[config.mk]
export PLATFORM = sky130hd
export DESIGN_NAME = cpu_sequencer_flat
export DESIGN_NICKNAME = d
export VERILOG_FILES = /design/src/rtl/cpu_pkg.sv /design/src/rtl/cpu_sequencer_if.sv /design/src/rtl/cond_check.sv /design/src/rtl/cpu_sequencer.sv /design/src/flat_wrapper.sv
export SDC_FILE = /design/constraint.sdc
export NUM_CORES = 1
export LEC_CHECK = 0
export CAP_MARGIN = 20
export CORE_ASPECT_RATIO = 1.25
export CORE_MARGIN = 2
export CORE_UTILIZATION = 40
export DETAILED_ROUTE_END_ITERATION = 8
export PLACE_DENSITY = 0.8
export REMOVE_ABC_BUFFERS = 1
export SYNTH_ARGS = -nofsm -noshare
export SYNTH_HDL_FRONTEND = slang
export SYNTH_SLANG_ARGS = --single-unit
export TNS_END_PERCENT = 10
[constraint.sdc]
create_clock -name Clk -period 2.9 [get_ports Clk]
set_input_delay 0.58 -clock Clk [delete_from_list [all_inputs] [get_ports Clk]]
set_output_delay 0.58 -clock Clk [all_outputs]
set_load 0.01 [all_outputs]
[src/rtl/cpu_pkg.sv]
// Shared definitions for the CPU sequencer: instruction field positions,
// opcodes, ARM-style condition codes and the sequencer state encoding.
package cpu_pkg;

    // Instruction word layout: {cond, opcode, S, unused, IV_Mov, unused}
    localparam int COND_MSB = 31;
    localparam int COND_LSB = 28;
    localparam int OP_MSB   = 27;
    localparam int OP_LSB   = 24;
    localparam int S_BIT    = 23;
    localparam int IV_MSB   = 18;
    localparam int IV_LSB   = 3;
    localparam int IV_W     = IV_MSB - IV_LSB + 1;

    // Bit positions inside the {N,Z,C,V} flag nibble
    localparam int FLAG_N = 3;
    localparam int FLAG_Z = 2;
    localparam int FLAG_C = 1;
    localparam int FLAG_V = 0;

    // Opcodes 0x0..0xB are plain ALU operations
    localparam logic [3:0] OP_LDR  = 4'hC;
    localparam logic [3:0] OP_STR  = 4'hD;
    localparam logic [3:0] OP_B    = 4'hE;
    localparam logic [3:0] OP_HALT = 4'hF;

    typedef enum logic [3:0] {
        COND_EQ = 4'h0,
        COND_NE = 4'h1,
        COND_CS = 4'h2,
        COND_CC = 4'h3,
        COND_MI = 4'h4,
        COND_PL = 4'h5,
        COND_VS = 4'h6,
        COND_VC = 4'h7,
        COND_HI = 4'h8,
        COND_LS = 4'h9,
        COND_GE = 4'hA,
        COND_LT = 4'hB,
        COND_GT = 4'hC,
        COND_LE = 4'hD,
        COND_AL = 4'hE,
        COND_NV = 4'hF
    } cond_t;

    typedef enum logic [2:0] {
        IDLE      = 3'd0,
        FETCH     = 3'd1,
        DECODE    = 3'd2,
        EXECUTE   = 3'd3,
        MEM       = 3'd4,
        WRITEBACK = 3'd5,
        HALT      = 3'd6
    } state_t;

    // Data-RAM instructions take the MEM detour
    function automatic logic is_mem_op(input logic [3:0] op);
        return (op == OP_LDR) || (op == OP_STR);
    endfunction

    // Only ALU operations may update the architectural flags
    function automatic logic sets_flags(input logic [3:0] op);
        return (op != OP_LDR) && (op != OP_STR) && (op != OP_B) && (op != OP_HALT);
    endfunction

endpackage

[src/rtl/cpu_sequencer_if.sv]
// Memory-side bus of the sequencer: instruction-RAM fetch port and
// data-RAM access port.
//
// Handshake: the requester raises Req (with address / direction stable) in
// the state that needs the access and holds it unchanged until it samples
// Ack high on a rising clock edge; the transfer completes on that edge and
// Req drops in the following state. Ack is only meaningful while the
// matching Req is high; an Ack seen at any other time is ignored.
interface cpu_sequencer_if #(
    parameter int ADDR_W = 16
);
    logic              Ins_Req;
    logic [ADDR_W-1:0] Ins_Addr;
    logic [31:0]       Ins_Data;
    logic              Ins_Ack;
    logic              Mem_Req;
    logic              Mem_RW;
    logic              Mem_Ack;

    modport master (
        output Ins_Req, Ins_Addr, Mem_Req, Mem_RW,
        input  Ins_Data, Ins_Ack, Mem_Ack
    );

    modport slave (
        input  Ins_Req, Ins_Addr, Mem_Req, Mem_RW,
        output Ins_Data, Ins_Ack, Mem_Ack
    );
endinterface

[src/rtl/cond_check.sv]
// Combinational ARM-style condition evaluator: (cond, {N,Z,C,V}) -> pass.
module cond_check
    import cpu_pkg::*;
(
    input  logic [3:0] cond,
    input  logic [3:0] flag,
    output logic       pass
);

    logic n;
    logic z;
    logic c;
    logic v;

    assign n = flag[FLAG_N];
    assign z = flag[FLAG_Z];
    assign c = flag[FLAG_C];
    assign v = flag[FLAG_V];

    // Map each condition code onto its flag expression
    always_comb begin
        pass = 1'b0;
        case (cond_t'(cond))
            COND_EQ: pass = z;
            COND_NE: pass = !z;
            COND_CS: pass = c;
            COND_CC: pass = !c;
            COND_MI: pass = n;
            COND_PL: pass = !n;
            COND_VS: pass = v;
            COND_VC: pass = !v;
            COND_HI: pass = c && !z;
            COND_LS: pass = !c || z;
            COND_GE: pass = (n == v);
            COND_LT: pass = (n != v);
            COND_GT: pass = !z && (n == v);
            COND_LE: pass = z || (n != v);
            COND_AL: pass = 1'b1;
            COND_NV: pass = 1'b0;
            default: pass = 1'b0;
        endcase
    end

endmodule

[src/rtl/cpu_sequencer.sv]
// Multi-cycle control unit: owns the PC, fetches and latches instructions,
// evaluates the condition field and steps ALU, write-back and data-RAM
// accesses through a fixed FSM.
module cpu_sequencer
    import cpu_pkg::*;
#(
    parameter int                ADDR_W   = 16,
    parameter logic [ADDR_W-1:0] RESET_PC = '0
) (
    input  logic              Clk,
    input  logic              Reset_n,
    input  logic              Run,
    cpu_sequencer_if.master   bus,
    output logic [31:0]       Instr,
    output logic              Alu_En,
    input  logic [3:0]        New_Flag,
    output logic [3:0]        Flag,
    output logic              Reg_WE,
    output logic [ADDR_W-1:0] PC,
    output logic              Halted,
    output logic              Busy,
    output state_t            Dbg_State
);

    state_t            state;
    state_t            state_nx;
    state_t            after_instr;
    logic [ADDR_W-1:0] pc_nx;
    logic [ADDR_W-1:0] pc_inc;
    logic [ADDR_W-1:0] br_target;
    logic [31:0]       instr_nx;
    logic [3:0]        flag_nx;
    logic              stop_req;
    logic              stop_req_nx;
    logic              run_low_seen;
    logic              run_low_seen_nx;

    logic [3:0]        cond;
    logic [3:0]        opcode;
    logic              s_bit;
    logic              cond_pass;

    logic              ins_req;
    logic              mem_req;
    logic              mem_rw;
    logic              alu_en;
    logic              reg_we;

    assign cond      = Instr[COND_MSB:COND_LSB];
    assign opcode    = Instr[OP_MSB:OP_LSB];
    assign s_bit     = Instr[S_BIT];
    assign pc_inc    = PC + ADDR_W'(1);
    // Absolute branch target, zero-extended or truncated to the PC width
    assign br_target = ADDR_W'(Instr[IV_MSB:IV_LSB]);

    // A Run drop seen at any point of an instruction parks the FSM in IDLE
    // once that instruction has finished instead of fetching the next one.
    assign after_instr = (stop_req || !Run) ? IDLE : FETCH;

    cond_check u_cond_check (
        .cond (cond),
        .flag (Flag),
        .pass (cond_pass)
    );

    // Next-state, datapath updates and per-state strobes
    always_comb begin
        state_nx        = state;
        pc_nx           = PC;
        instr_nx        = Instr;
        flag_nx         = Flag;
        stop_req_nx     = stop_req;
        run_low_seen_nx = run_low_seen;
        ins_req         = 1'b0;
        mem_req         = 1'b0;
        mem_rw          = 1'b1;
        alu_en          = 1'b0;
        reg_we          = 1'b0;

        if ((state != IDLE) && (state != HALT) && !Run) begin
            stop_req_nx = 1'b1;
        end

        case (state)
            IDLE: begin
                stop_req_nx = 1'b0;
                if (Run) begin
                    state_nx = FETCH;
                end
            end
            FETCH: begin
                ins_req = 1'b1;
                if (bus.Ins_Ack) begin
                    instr_nx = bus.Ins_Data;
                    state_nx = DECODE;
                end
            end
            DECODE: begin
                if (!cond_pass) begin
                    pc_nx    = pc_inc;
                    state_nx = after_instr;
                end else if (opcode == OP_HALT) begin
                    state_nx = HALT;
                end else begin
                    state_nx = EXECUTE;
                end
            end
            EXECUTE: begin
                alu_en = 1'b1;
                if (s_bit && sets_flags(opcode)) begin
                    flag_nx = New_Flag;
                end
                if (opcode == OP_B) begin
                    pc_nx    = br_target;
                    state_nx = after_instr;
                end else if (is_mem_op(opcode)) begin
                    state_nx = MEM;
                end else begin
                    state_nx = WRITEBACK;
                end
            end
            MEM: begin
                alu_en  = 1'b1;
                mem_req = 1'b1;
                mem_rw  = (opcode == OP_LDR);
                if (bus.Mem_Ack) begin
                    if (opcode == OP_LDR) begin
                        state_nx = WRITEBACK;
                    end else begin
                        pc_nx    = pc_inc;
                        state_nx = after_instr;
                    end
                end
            end
            WRITEBACK: begin
                alu_en   = 1'b1;
                reg_we   = 1'b1;
                pc_nx    = pc_inc;
                state_nx = after_instr;
            end
            HALT: begin
                // Restart needs a full Run low-then-high cycle
                stop_req_nx = 1'b0;
                if (!Run) begin
                    run_low_seen_nx = 1'b1;
                end else if (run_low_seen) begin
                    run_low_seen_nx = 1'b0;
                    pc_nx           = pc_inc;
                    state_nx        = FETCH;
                end
            end
            default: begin
                state_nx = IDLE;
            end
        endcase
    end

    // State and architectural registers
    always_ff @(posedge Clk or negedge Reset_n) begin
        if (!Reset_n) begin
            state        <= IDLE;
            PC           <= RESET_PC;
            Instr        <= '0;
            Flag         <= '0;
            stop_req     <= 1'b0;
            run_low_seen <= 1'b0;
        end else begin
            state        <= state_nx;
            PC           <= pc_nx;
            Instr        <= instr_nx;
            Flag         <= flag_nx;
            stop_req     <= stop_req_nx;
            run_low_seen <= run_low_seen_nx;
        end
    end

    assign bus.Ins_Req  = ins_req;
    assign bus.Ins_Addr = PC;
    assign bus.Mem_Req  = mem_req;
    assign bus.Mem_RW   = mem_rw;
    assign Alu_En       = alu_en;
    assign Reg_WE       = reg_we;
    assign Halted       = (state == HALT);
    assign Busy         = (state != IDLE) && (state != HALT);
    assign Dbg_State    = state;

endmodule

[src/flat_wrapper.sv]
// flat-port wrapper written by rule: the top's interface ports become plain ports
module cpu_sequencer_flat import cpu_pkg::*;
#(
    parameter int                ADDR_W   = 16,
    parameter logic [ADDR_W-1:0] RESET_PC = '0
)
  (Clk, Reset_n, Run, Instr, Alu_En, New_Flag, Flag, Reg_WE, PC, Halted, Busy, Dbg_State, bus_Ins_Req, bus_Ins_Addr, bus_Mem_Req, bus_Mem_RW, bus_Ins_Data, bus_Ins_Ack, bus_Mem_Ack);
  cpu_sequencer_if #(.ADDR_W(ADDR_W)) bus_i ();
  input  logic Clk;
  input  logic Reset_n;
  input  logic Run;
  output logic [31:0] Instr;
  output logic Alu_En;
  input  logic [3:0] New_Flag;
  output logic [3:0] Flag;
  output logic Reg_WE;
  output logic [ADDR_W-1:0] PC;
  output logic Halted;
  output logic Busy;
  output state_t Dbg_State;
  output wire logic [$bits(bus_i.Ins_Req)-1:0] bus_Ins_Req;
  output wire logic [$bits(bus_i.Ins_Addr)-1:0] bus_Ins_Addr;
  output wire logic [$bits(bus_i.Mem_Req)-1:0] bus_Mem_Req;
  output wire logic [$bits(bus_i.Mem_RW)-1:0] bus_Mem_RW;
  input wire logic [$bits(bus_i.Ins_Data)-1:0] bus_Ins_Data;
  input wire logic [$bits(bus_i.Ins_Ack)-1:0] bus_Ins_Ack;
  input wire logic [$bits(bus_i.Mem_Ack)-1:0] bus_Mem_Ack;
  assign bus_Ins_Req = bus_i.Ins_Req;
  assign bus_Ins_Addr = bus_i.Ins_Addr;
  assign bus_Mem_Req = bus_i.Mem_Req;
  assign bus_Mem_RW = bus_i.Mem_RW;
  assign bus_i.Ins_Data = bus_Ins_Data;
  assign bus_i.Ins_Ack = bus_Ins_Ack;
  assign bus_i.Mem_Ack = bus_Mem_Ack;
  cpu_sequencer #(.ADDR_W(ADDR_W), .RESET_PC(RESET_PC)) u_core (.Clk(Clk), .Reset_n(Reset_n), .Run(Run), .bus(bus_i), .Instr(Instr), .Alu_En(Alu_En), .New_Flag(New_Flag), .Flag(Flag), .Reg_WE(Reg_WE), .PC(PC), .Halted(Halted), .Busy(Busy), .Dbg_State(Dbg_State));
endmodule
==> impl_metrics.json <==
{
  "cp-startpoint": "u_core.Dbg_State[0]",
  "grt-ovfl-total": 0,
  "synth_area_um2": 3090,
  "p_leak_nw": 1.77,
  "max_freq_ghz": 0.400,
  "ctsResizeCount": 0,
  "vias": 2723,
  "peakVddDrop_mv": 0.568,
  "setup_violations": 0,
  "cap_violations": 0,
  "antenna_found_initial": 0,
  "synthDistinctLibCells": 51,
  "fin_skew_ns": 0.00795,
  "syn_inst": 302,
  "fin_crit_ns": 2.50,
  "wire_per_inst_um": 15.9,
  "vias_per_cell": 5.47,
  "firstDrtPassIters": 4,
  "synth_warnings": 0,
  "synthTopCellsByCount": "57 x dfrtp_1, 35 x mux2_2, 25 x nor2_1",
  "post-route-drc-count": 0,
  "cts_buffer_depth": 2,
  "start_kind": "flip-flop",
  "crit_fanout": 17,
  "cts_hold_buf": 0,
  "drt_iter0_drc": 154,
  "synth_area_leaders": "dfrtp_1 46%, mux2_2 13%, buf_4 4.1%, o21ai_0 3.6%, a21oi_1 3.2%",
  "final_max_slew_viol_count": 0,
  "synth_flop_cell": "dfrtp_1",
  "synth.most_common_cell": "dfrtp_1",
  "coreArea_um2": 7440,
  "seq_area_um2": 1430,
  "fill_cells": 653,
  "placed_cells": 484,
  "die_x_um": 82.6,
  "start_util_pct": 41.5,
  "routed_wirelength_um": 7900,
  "grt_pass1_wl_um": 12600,
  "dpl.hpwl_um": 5810,
  "synth-seq-cells": 57,
  "power.density_nw_per_um2": 1190,
  "rsz0062_at_grt": "false",
  "clock_latency_ns": 0.34,
  "cts_made_buffers": 9,
  "hp-class": "input port to asynchronous set/reset pin",
  "fp.dieH_um": 102,
  "required_ns": 2.32,
  "synth_top_area_cell": "dfrtp_1",
  "postCtsSetupRepairBufs": 0,
  "core.rowCount": 35,
  "multi_input_area_um2": 1460,
  "stdcell_count": 498,
  "io_pins": 119,
  "synth-edff-count": 0,
  "port_buffers": 118,
  "antennaDiodeCount": 0,
  "gp_congestion": 0.781,
  "tns_ns": 0,
  "cts_tree": "yes",
  "ant_nets": 0,
  "reg2reg_from": "u_core.Instr[30]",
  "seq_area_frac_synth_pct": 46.2,
  "clk_pin_slew_ns": 0.07,
  "worstMarginPinSlew_ns": 1.06,
  "dieArea_um2": 8450,
  "worstSetupEndpointType": "output pin",
  "hold_violations": 0,
  "nets": 445,
  "synth_top_area_share_pct": 46.2,
  "ys_async_sr_fraction_pct": 100,
  "cts_num_sinks": 57,
  "root_buffer": "clkbuf_8",
  "crit_type": "flip-flop to output pin",
  "slew_headroom_pct": 29.4,
  "h-tree-depth": 3,
  "arrival_ns": 1.92,
  "grt_max_degree": 33,
  "grt_pass1_vias": 2697,
  "drive_gt1_share_pct": 16.3,
  "status": "finished, final reports clean",
  "period_share_pct": 86.1,
  "syn_to_final_growth_pct": 43.6,
  "syn_area_per_cell_um2": 10.2,
  "grt_use_total_pct": 19.5
}
## state kept, by name (all words and copies together) (netlist names)
signal / count
u_core.stop_req: 1
u_core.Dbg_State: 3
u_core.PC: 16
u_core.Instr: 32
u_core.run_low_seen: 1
u_core.Flag: 4
## cell usage in the layout (no fill, tap or decap), types with 2 or more instances in the layout
cell	count
clkinv_2	3
inv_1	6
xnor2_1	2
o22a_1	9
buf_4	5
dfrtp_1	57
or2_2	2
nor3b_1	5
a21o_1	3
nand3b_1	2
a32oi_1	2
nand4_1	7
nor2_1	25
nor3_1	3
a31oi_1	4
and2_1	2
and3b_1	3
mux2_2	35
mux2i_1	6
clkdlybuf4s50_1	117
clkbuf_8	10
a21oi_1	20
o22ai_1	3
nand3_1	6
o21ai_0	22
nand2_1	18
## report_power, final
group / internal, W / switching (W) / total [W] / leakage, nW
Clock: 0.000406 / 0.000302 / 0.000708 / 0.0978
Sequential: 0.00120 / 0.000550 / 0.00175 / 0.682
Combinational: 0.00163 / 0.00117 / 0.00280 / 0.995
Total: 0.00323 / 0.00203 / 0.00526 / 1.77
## area by class of cell
type                       count  share of cell area [%]
clock buffer                  10                    3.10
clock inverter                 4                    1.02
inverter                       6                   0.508
multi-input combinational    205                    32.8
sequential                    57                    32.2
tap                           92                    2.60
timing repair buffer         124                    27.8
## layer usage
layer,share of wire [%],track usage [%]
met2,51,32.9
met1,41,23.6
met5,0,0
met3,5.9,4.06
met4,2.2,8.70
## kinds of logic after synthesis
logic type      Yosys count  share of synthesized area [%]
simple gates             82                           13.6
compound gates           78                           17.2
flops                    57                           46.2
mux                      41                           14.7
buf+inv                  40                           7.09
xor+xnor                  3                          0.851
fa+ha+maj                 1                          0.405
## path summary, 6_finish.rpt
check / end / slack [ns] / depth (start not counted)
max in group asynchronous: u_core.Instr[24] / 2.33 / 2
min in group Clk: u_core.Instr[19] / 0.51 / 1
min reg2reg: u_core.Instr[19] / 0.51 / 1
max: bus_Mem_RW / 0.40 / 3
max reg2reg: u_core.PC[10] / 0.44 / 6
min: u_core.Instr[14] / 0.25 / 2
## through the flow
| stage | hold slack [ns] | setup WS [ns] | utilization (%) | area (um^2) | power, W |
|---|---|---|---|---|---|
| floorplan | 0.284 | 0.409 | - | 2890 | 0.00303 |
| global placement | 0.492 | 0.462 | 57.1 | 4250 | 0.00448 |
| detailed placement | 0.495 | 0.405 | 57.1 | 4250 | 0.00457 |
| CTS | 0.242 | 0.392 | 59.6 | 4440 | 0.00531 |
| global route | 0.267 | 0.219 | 59.6 | 4440 | 0.00563 |
| finish | 0.247 | 0.403 | 59.6 | 4440 | 0.00526 |
## worst max-delay path: stages, from the launching register on
cell             delay, ns
dfrtp_1               0.56
nor3b_1               0.41
o31ai_1               0.12
clkdlybuf4s50_1       0.50
(Power assumes the default switching activity.)
